**src/rtl/button_debounce_pkg.sv**
```systemverilog
// Shared definitions for the button debouncer and its benches:
// handshake state encoding, default parameters and logic levels.
package button_debounce_pkg;

    typedef enum logic [1:0] {
        IDLE         = 2'd0,
        REQ          = 2'd1,
        ACKED        = 2'd2,
        WAIT_RELEASE = 2'd3
    } hs_state_e;

    localparam int DEF_CLOCK_SCALER_BITS = 16;
    localparam int DEF_STABLE_SAMPLES    = 4;
    localparam int DEF_REPEAT_TICKS      = 32;

    localparam int STABLE_W = 4;
    localparam int REPEAT_W = 8;

    localparam logic LEVEL_HIGH = 1'b1;
    localparam logic LEVEL_LOW  = 1'b0;

endpackage

```
**src/rtl/clock_scaler.sv**
```systemverilog
// Free-running prescaler producing a one-cycle sampling tick.
// Ports: clk_i, rst_i (async, active-high), tick_o (one pulse per 2^BITS clocks).
module clock_scaler #(
    parameter int BITS = 16
) (
    input  logic clk_i,
    input  logic rst_i,
    output logic tick_o
);

    logic [BITS-1:0] cnt_q, cnt_d;
    logic            tick_q, tick_d;

    always_comb begin
        cnt_d  = cnt_q + BITS'(1);
        tick_d = (cnt_q == '1);
    end

    always_ff @(posedge clk_i or posedge rst_i) begin
        if (rst_i) begin
            cnt_q  <= '0;
            tick_q <= 1'b0;
        end else begin
            cnt_q  <= cnt_d;
            tick_q <= tick_d;
        end
    end

    assign tick_o = tick_q;

endmodule

```
**src/rtl/button_request_debouncer.sv**
```systemverilog
// Synchronises and debounces a push button and turns each press into one
// four-phase req/ack handshake toward a responder.
// Ports: systemClock, reset (async, active-high), button (raw), ack (from
// responder), req (four-phase request), pressed (debounced level),
// debouncingClock (sampling tick).
// Build option: AUTO_REPEAT_EN re-issues requests while the button stays held.
module button_request_debouncer
    import button_debounce_pkg::*;
#(
    parameter int CLOCK_SCALER_BITS = DEF_CLOCK_SCALER_BITS,
    parameter int STABLE_SAMPLES    = DEF_STABLE_SAMPLES,
    parameter int REPEAT_TICKS      = DEF_REPEAT_TICKS
) (
    input  logic systemClock,
    input  logic reset,
    input  logic button,
    input  logic ack,
    output logic req,
    output logic pressed,
    output logic debouncingClock
);

    localparam logic [STABLE_W-1:0] STABLE_MAX = STABLE_W'(STABLE_SAMPLES);

    logic                tick;
    logic                sync1_q, sync2_q;
    logic                buttonSync;
    logic [STABLE_W-1:0] stable_q, stable_d, stable_inc;
    logic                pressed_q, pressed_d;
    hs_state_e           state_q, state_d;
    logic                req_q, req_d;

`ifdef AUTO_REPEAT_EN
    localparam logic [REPEAT_W-1:0] REP_MAX = REPEAT_W'(REPEAT_TICKS);
    logic [REPEAT_W-1:0] rep_q, rep_d, rep_inc;
    assign rep_inc = rep_q + REPEAT_W'(1);
`else
    logic unused_repeat_cfg;
    assign unused_repeat_cfg = ^REPEAT_W'(REPEAT_TICKS);
`endif

    clock_scaler #(
        .BITS(CLOCK_SCALER_BITS)
    ) u_clock_scaler (
        .clk_i (systemClock),
        .rst_i (reset),
        .tick_o(tick)
    );

    assign buttonSync = sync2_q;
    assign stable_inc = stable_q + STABLE_W'(1);

    // Debounce: count consecutive ticks that disagree with pressed.
    always_comb begin
        stable_d  = stable_q;
        pressed_d = pressed_q;
        if (tick) begin
            if (buttonSync == pressed_q) begin
                stable_d = '0;
            end else if (stable_inc == STABLE_MAX) begin
                stable_d  = '0;
                pressed_d = ~pressed_q;
            end else begin
                stable_d = stable_inc;
            end
        end
    end

    // Handshake: req stays up until acked even if the button is released.
    always_comb begin
        state_d = state_q;
`ifdef AUTO_REPEAT_EN
        rep_d   = rep_q;
`endif
        unique case (state_q)
            IDLE: begin
                if (pressed_q && !ack) state_d = REQ;
            end
            REQ: begin
                if (ack) state_d = ACKED;
            end
            ACKED: begin
                if (!ack) begin
                    state_d = WAIT_RELEASE;
`ifdef AUTO_REPEAT_EN
                    rep_d   = '0;
`endif
                end
            end
            WAIT_RELEASE: begin
                if (!pressed_q) begin
                    state_d = IDLE;
                end
`ifdef AUTO_REPEAT_EN
                else if (tick) begin
                    if (rep_inc == REP_MAX) begin
                        rep_d = '0;
                        if (!ack) state_d = REQ;
                    end else begin
                        rep_d = rep_inc;
                    end
                end
`endif
            end
            default: state_d = IDLE;
        endcase
        req_d = (state_d == REQ);
    end

    always_ff @(posedge systemClock or posedge reset) begin
        if (reset) begin
            sync1_q   <= 1'b0;
            sync2_q   <= 1'b0;
            stable_q  <= '0;
            pressed_q <= 1'b0;
            state_q   <= IDLE;
            req_q     <= 1'b0;
`ifdef AUTO_REPEAT_EN
            rep_q     <= '0;
`endif
        end else begin
            sync1_q   <= button;
            sync2_q   <= sync1_q;
            stable_q  <= stable_d;
            pressed_q <= pressed_d;
            state_q   <= state_d;
            req_q     <= req_d;
`ifdef AUTO_REPEAT_EN
            rep_q     <= rep_d;
`endif
        end
    end

    assign req             = req_q;
    assign pressed         = pressed_q;
    assign debouncingClock = tick;

endmodule

```
**config.mk**
```make
export PLATFORM = sky130hd
export DESIGN_NAME = button_request_debouncer
export DESIGN_NICKNAME = d
export VERILOG_FILES = /design/src/rtl/button_debounce_pkg.sv /design/src/rtl/clock_scaler.sv /design/src/rtl/button_request_debouncer.sv
export SDC_FILE = /design/constraint.sdc
export NUM_CORES = 1
export LEC_CHECK = 0
export CELL_PAD_IN_SITES_DETAIL_PLACEMENT = 1
export CELL_PAD_IN_SITES_GLOBAL_PLACEMENT = 2
export CORE_MARGIN = 3
export CORE_UTILIZATION = 35
export DETAILED_ROUTE_END_ITERATION = 7
export GPL_TIMING_DRIVEN = 0
export HOLD_SLACK_MARGIN = 0.08
export PLACE_DENSITY_LB_ADDON = 0.1
export SYNTH_ARGS = -nofsm -noshare
export SYNTH_HDL_FRONTEND = slang
export SYNTH_HIERARCHICAL = 1
export SYNTH_SLANG_ARGS = --single-unit
```
**constraint.sdc**
```tcl
create_clock -name systemClock -period 4.2 [get_ports systemClock]
set_input_delay 1.05 -clock systemClock [delete_from_list [all_inputs] [get_ports systemClock]]
set_output_delay 1.05 -clock systemClock [all_outputs]
set_load 0.01 [all_outputs]
```
==> summary.txt <==
Setup path
  • Crit path kind: reg2out
  • Critical Path Source Type: flip-flop
  • Setup crit end kind: output port
  • Family with the most delay on the worst path: buffers and inverters
  • CP required: about 3.2 ns
  • R2r worst-path depth: 4
  • Crit. Startpoint: pressed
  • Crit path DAT: 1.29 ns
  • Critical path capture point: pressed
  • R2R Setup Slk: ~2.7 ns
  • Cell Chain, Critical Path: clkdlybuf4s50_1
  • Critical path depth: 1
  • Slowest stage delay, CP: ~0.56 ns
  • Worst reg2reg endpoint: pressed
  • FF-to-FF Start: stable_q[0]
  • CP Max Fanout: 4
  • Bufs and invs on worst path: 1
  • CP max stage cell: clkdlybuf4s50_1

Global route
  • First-pass GRT wire length: between 4 and 5 mm
  • GRT overflow: 0
  • Largest net degree at the start of global routing: 18
  • Number of global-route vias before repair: around 900
  • GRT Resource Usage Total: 12.1%
  • Initial antenna violation count: 0

Finish
  • Count of non-filler cells in the finished layout: approximately 170
  • Most frequent cells in the layout: 27 x dfrtp_1, 11 x nand2_1, 10 x inv_1, 10 x xnor2_1
  • Final core utilization: 41.1%
  • Layout area overhead: 11.4%
  • Diodes inserted: 0
  • Fill count: 410
  • Layout Nets: 130
  • Most common cell after layout, fill and taps aside: dfrtp_1
  • Layout cell share with drive strength beyond 1: under 10%
  • Design area: between 1000 and 1500 µm²

Floorplanning
  • Initial core utilization: a little under two fifths
  • Chip width: between 60 and 70 µm
  • Die area: about 4400 µm²
  • Core Rows: 21
  • Die height: between 60 and 70 µm
  • I/O pin total: 7
  • Core Area: approximately 3400 µm²

Clocking
  • Maximum root-to-sink buffer count: 2
  • Clk_lat worst skew: 0.31 ns
  • Clk slew on worst S/H paths: 0.14 ns
  • Clock sinks: 27
  • # hold bufs at CTS: 0
  • Total CTS buffers: 3
  • Post-CTS resize count: 0
  • CTS tree: built
  • CTS root buffer: clkbuf_4
  • Post-CTS Setup Inserts: 0
  • H-tree depth: 1

Detailed routing
  • Drt pass-1 iters: 3
  • DRC errors left: 0
  • Routed len/inst: between 10 and 15 µm
  • Routed WL: 2.24 mm
  • Drt first-iter violations: 18
  • Routed Antenna Nets: 0
  • Via count: between 800 and 900
  • Vias per inst: between 4 and 5

Flow run
  • Maxcap violations: 0

Timing
  • F_max: around 0.43 GHz
  • Final hold violations: 0
  • Fin. max-slew vios: 0
  • Tmin final: between 2 and 2.5 ns
  • Period utilisation layout: approximately 56%
  • Final sum of negative setup slack: 0 ns
  • Endpoints failing setup: 0
  • Clk_skew: 0.00304 ns
  • RSZ-0062 raised after global routing: no
  • Worst slew pin tran: roughly 0.66 ns
  • Slew HR: 55.8%

Synth
  • Syn avg cell area: roughly 11 µm²
  • EDFF count, synth: 0
  • Register area share after synthesis: a little over half
  • Yosys reg bits: 27
  • Syn Nets: 119
  • Primary FF master, synth: dfrtp_1
  • Asr flop ratio synth: 100%
  • Post-Syn Instances: 112
  • Ys Warns: 6
  • Yosys cell types: 33
  • Mapped cell area: approximately 1300 µm²

Min path
  • Worst hold path cell count: 0
  • Worst min path class: reg2reg

Placement
  • Area post-placement: ~1400 µm²
  • Port bufs: 6
  • HPWL after detailed placement: roughly 1.7 mm
  • Placed Cells: ~160
  • GPL Wtd Cong: between 0.7 and 0.8

Power
  • Total power: 445 µW
  • Max IR drop VDD: 0.113 mV
  • Leak: 0.000617 µW
  • PD cells: between 300 and 400 nW/µm²

Outcome
  • Status: finished, final reports clean
## Yosys cell counts (2+ instances only)
cell type / n / share of area [%]
ha_1: 3 / 3.0
inv_1: 10 / 3.0
nand2_1: 11 / 3.3
xnor2_1: 10 / 6.9
and3_1: 2 / 0.99
nand2b_1: 4 / 2.0
xor2_1: 6 / 4.2
o32ai_1: 2 / 1.4
dfrtp_1: 27 / 54
nor4_1: 3 / 1.5
a21boi_0: 3 / 1.8
o31ai_1: 2 / 1.2
nor2_1: 3 / 0.89
nand3_1: 6 / 2.4
nor3_2: 2 / 1.6
## metal layers
layer  vias up  global-route usage (%)  part of all wire (%)
li1        404                       -                     -
met2         2                    21.4                    53
met5         -                       0                     0
met1       417                    15.0                    45
met4         0                    3.81                  0.94
met3         2                    2.04                   1.5
## how the worst min path moves through the flow
stage | startpoint | end
2_1_floorplan | sync1_q | buttonSync
3_3_place_gp | sync1_q | buttonSync
3_5_place_dp | sync1_q | buttonSync
4_1_cts | sync1_q | buttonSync
5_1_grt | sync1_q | buttonSync
6_report | sync1_q | buttonSync
## power by group
group / total (µW) / internal (µW) / leakage [µW] / switching (µW)
logic: 48.1 / 25.6 / 0.000247 / 22.5
clock network: 110 / 37.1 / 0.0000150 / 72.7
registers: 287 / 275 / 0.000354 / 12.2
## sequential cells by signal, summed over array words and instances, names as in the netlist
name,cells
pressed,1
state_q,2
u_clock_scaler/tick_o,1
sync1_q,1
u_clock_scaler/cnt_q,16
req,1
buttonSync,1
stable_q,4
## logic make-up (layout without fill, tap and decap cells)
family                     count (synthesis)  after routing  synth area share, %
xor gates and xnor gates                  16             16                 11.1
AOI/OAI and AO/OA                         14             14                 8.23
adders and majority gates                  3              3                 2.98
buffers and inverters                     11             21                 3.27
and+or+nand+nor                           41             41                 20.8
DFF                                       27             27                 53.6
## layout make-up
type	count	area [µm²]	area share (%)
inverter	10	37.5	2.67
buffer	1	3.75	0.267
timing repair buffer	6	60.1	4.27
tap	46	57.6	4.10
sequential	27	676	48.1
multi-input combinational	74	544	38.7
clock buffer	4	26.3	1.87
## metrics by stage
step                hold slack (ns)  setup slack, ns
floorplan                     0.331             2.74
global placement              0.339             2.22
detailed placement            0.352             2.20
CTS                           0.385             1.83
global route                  0.408             1.75
finish                        0.381             1.86
(Power assumes the default switching activity.)
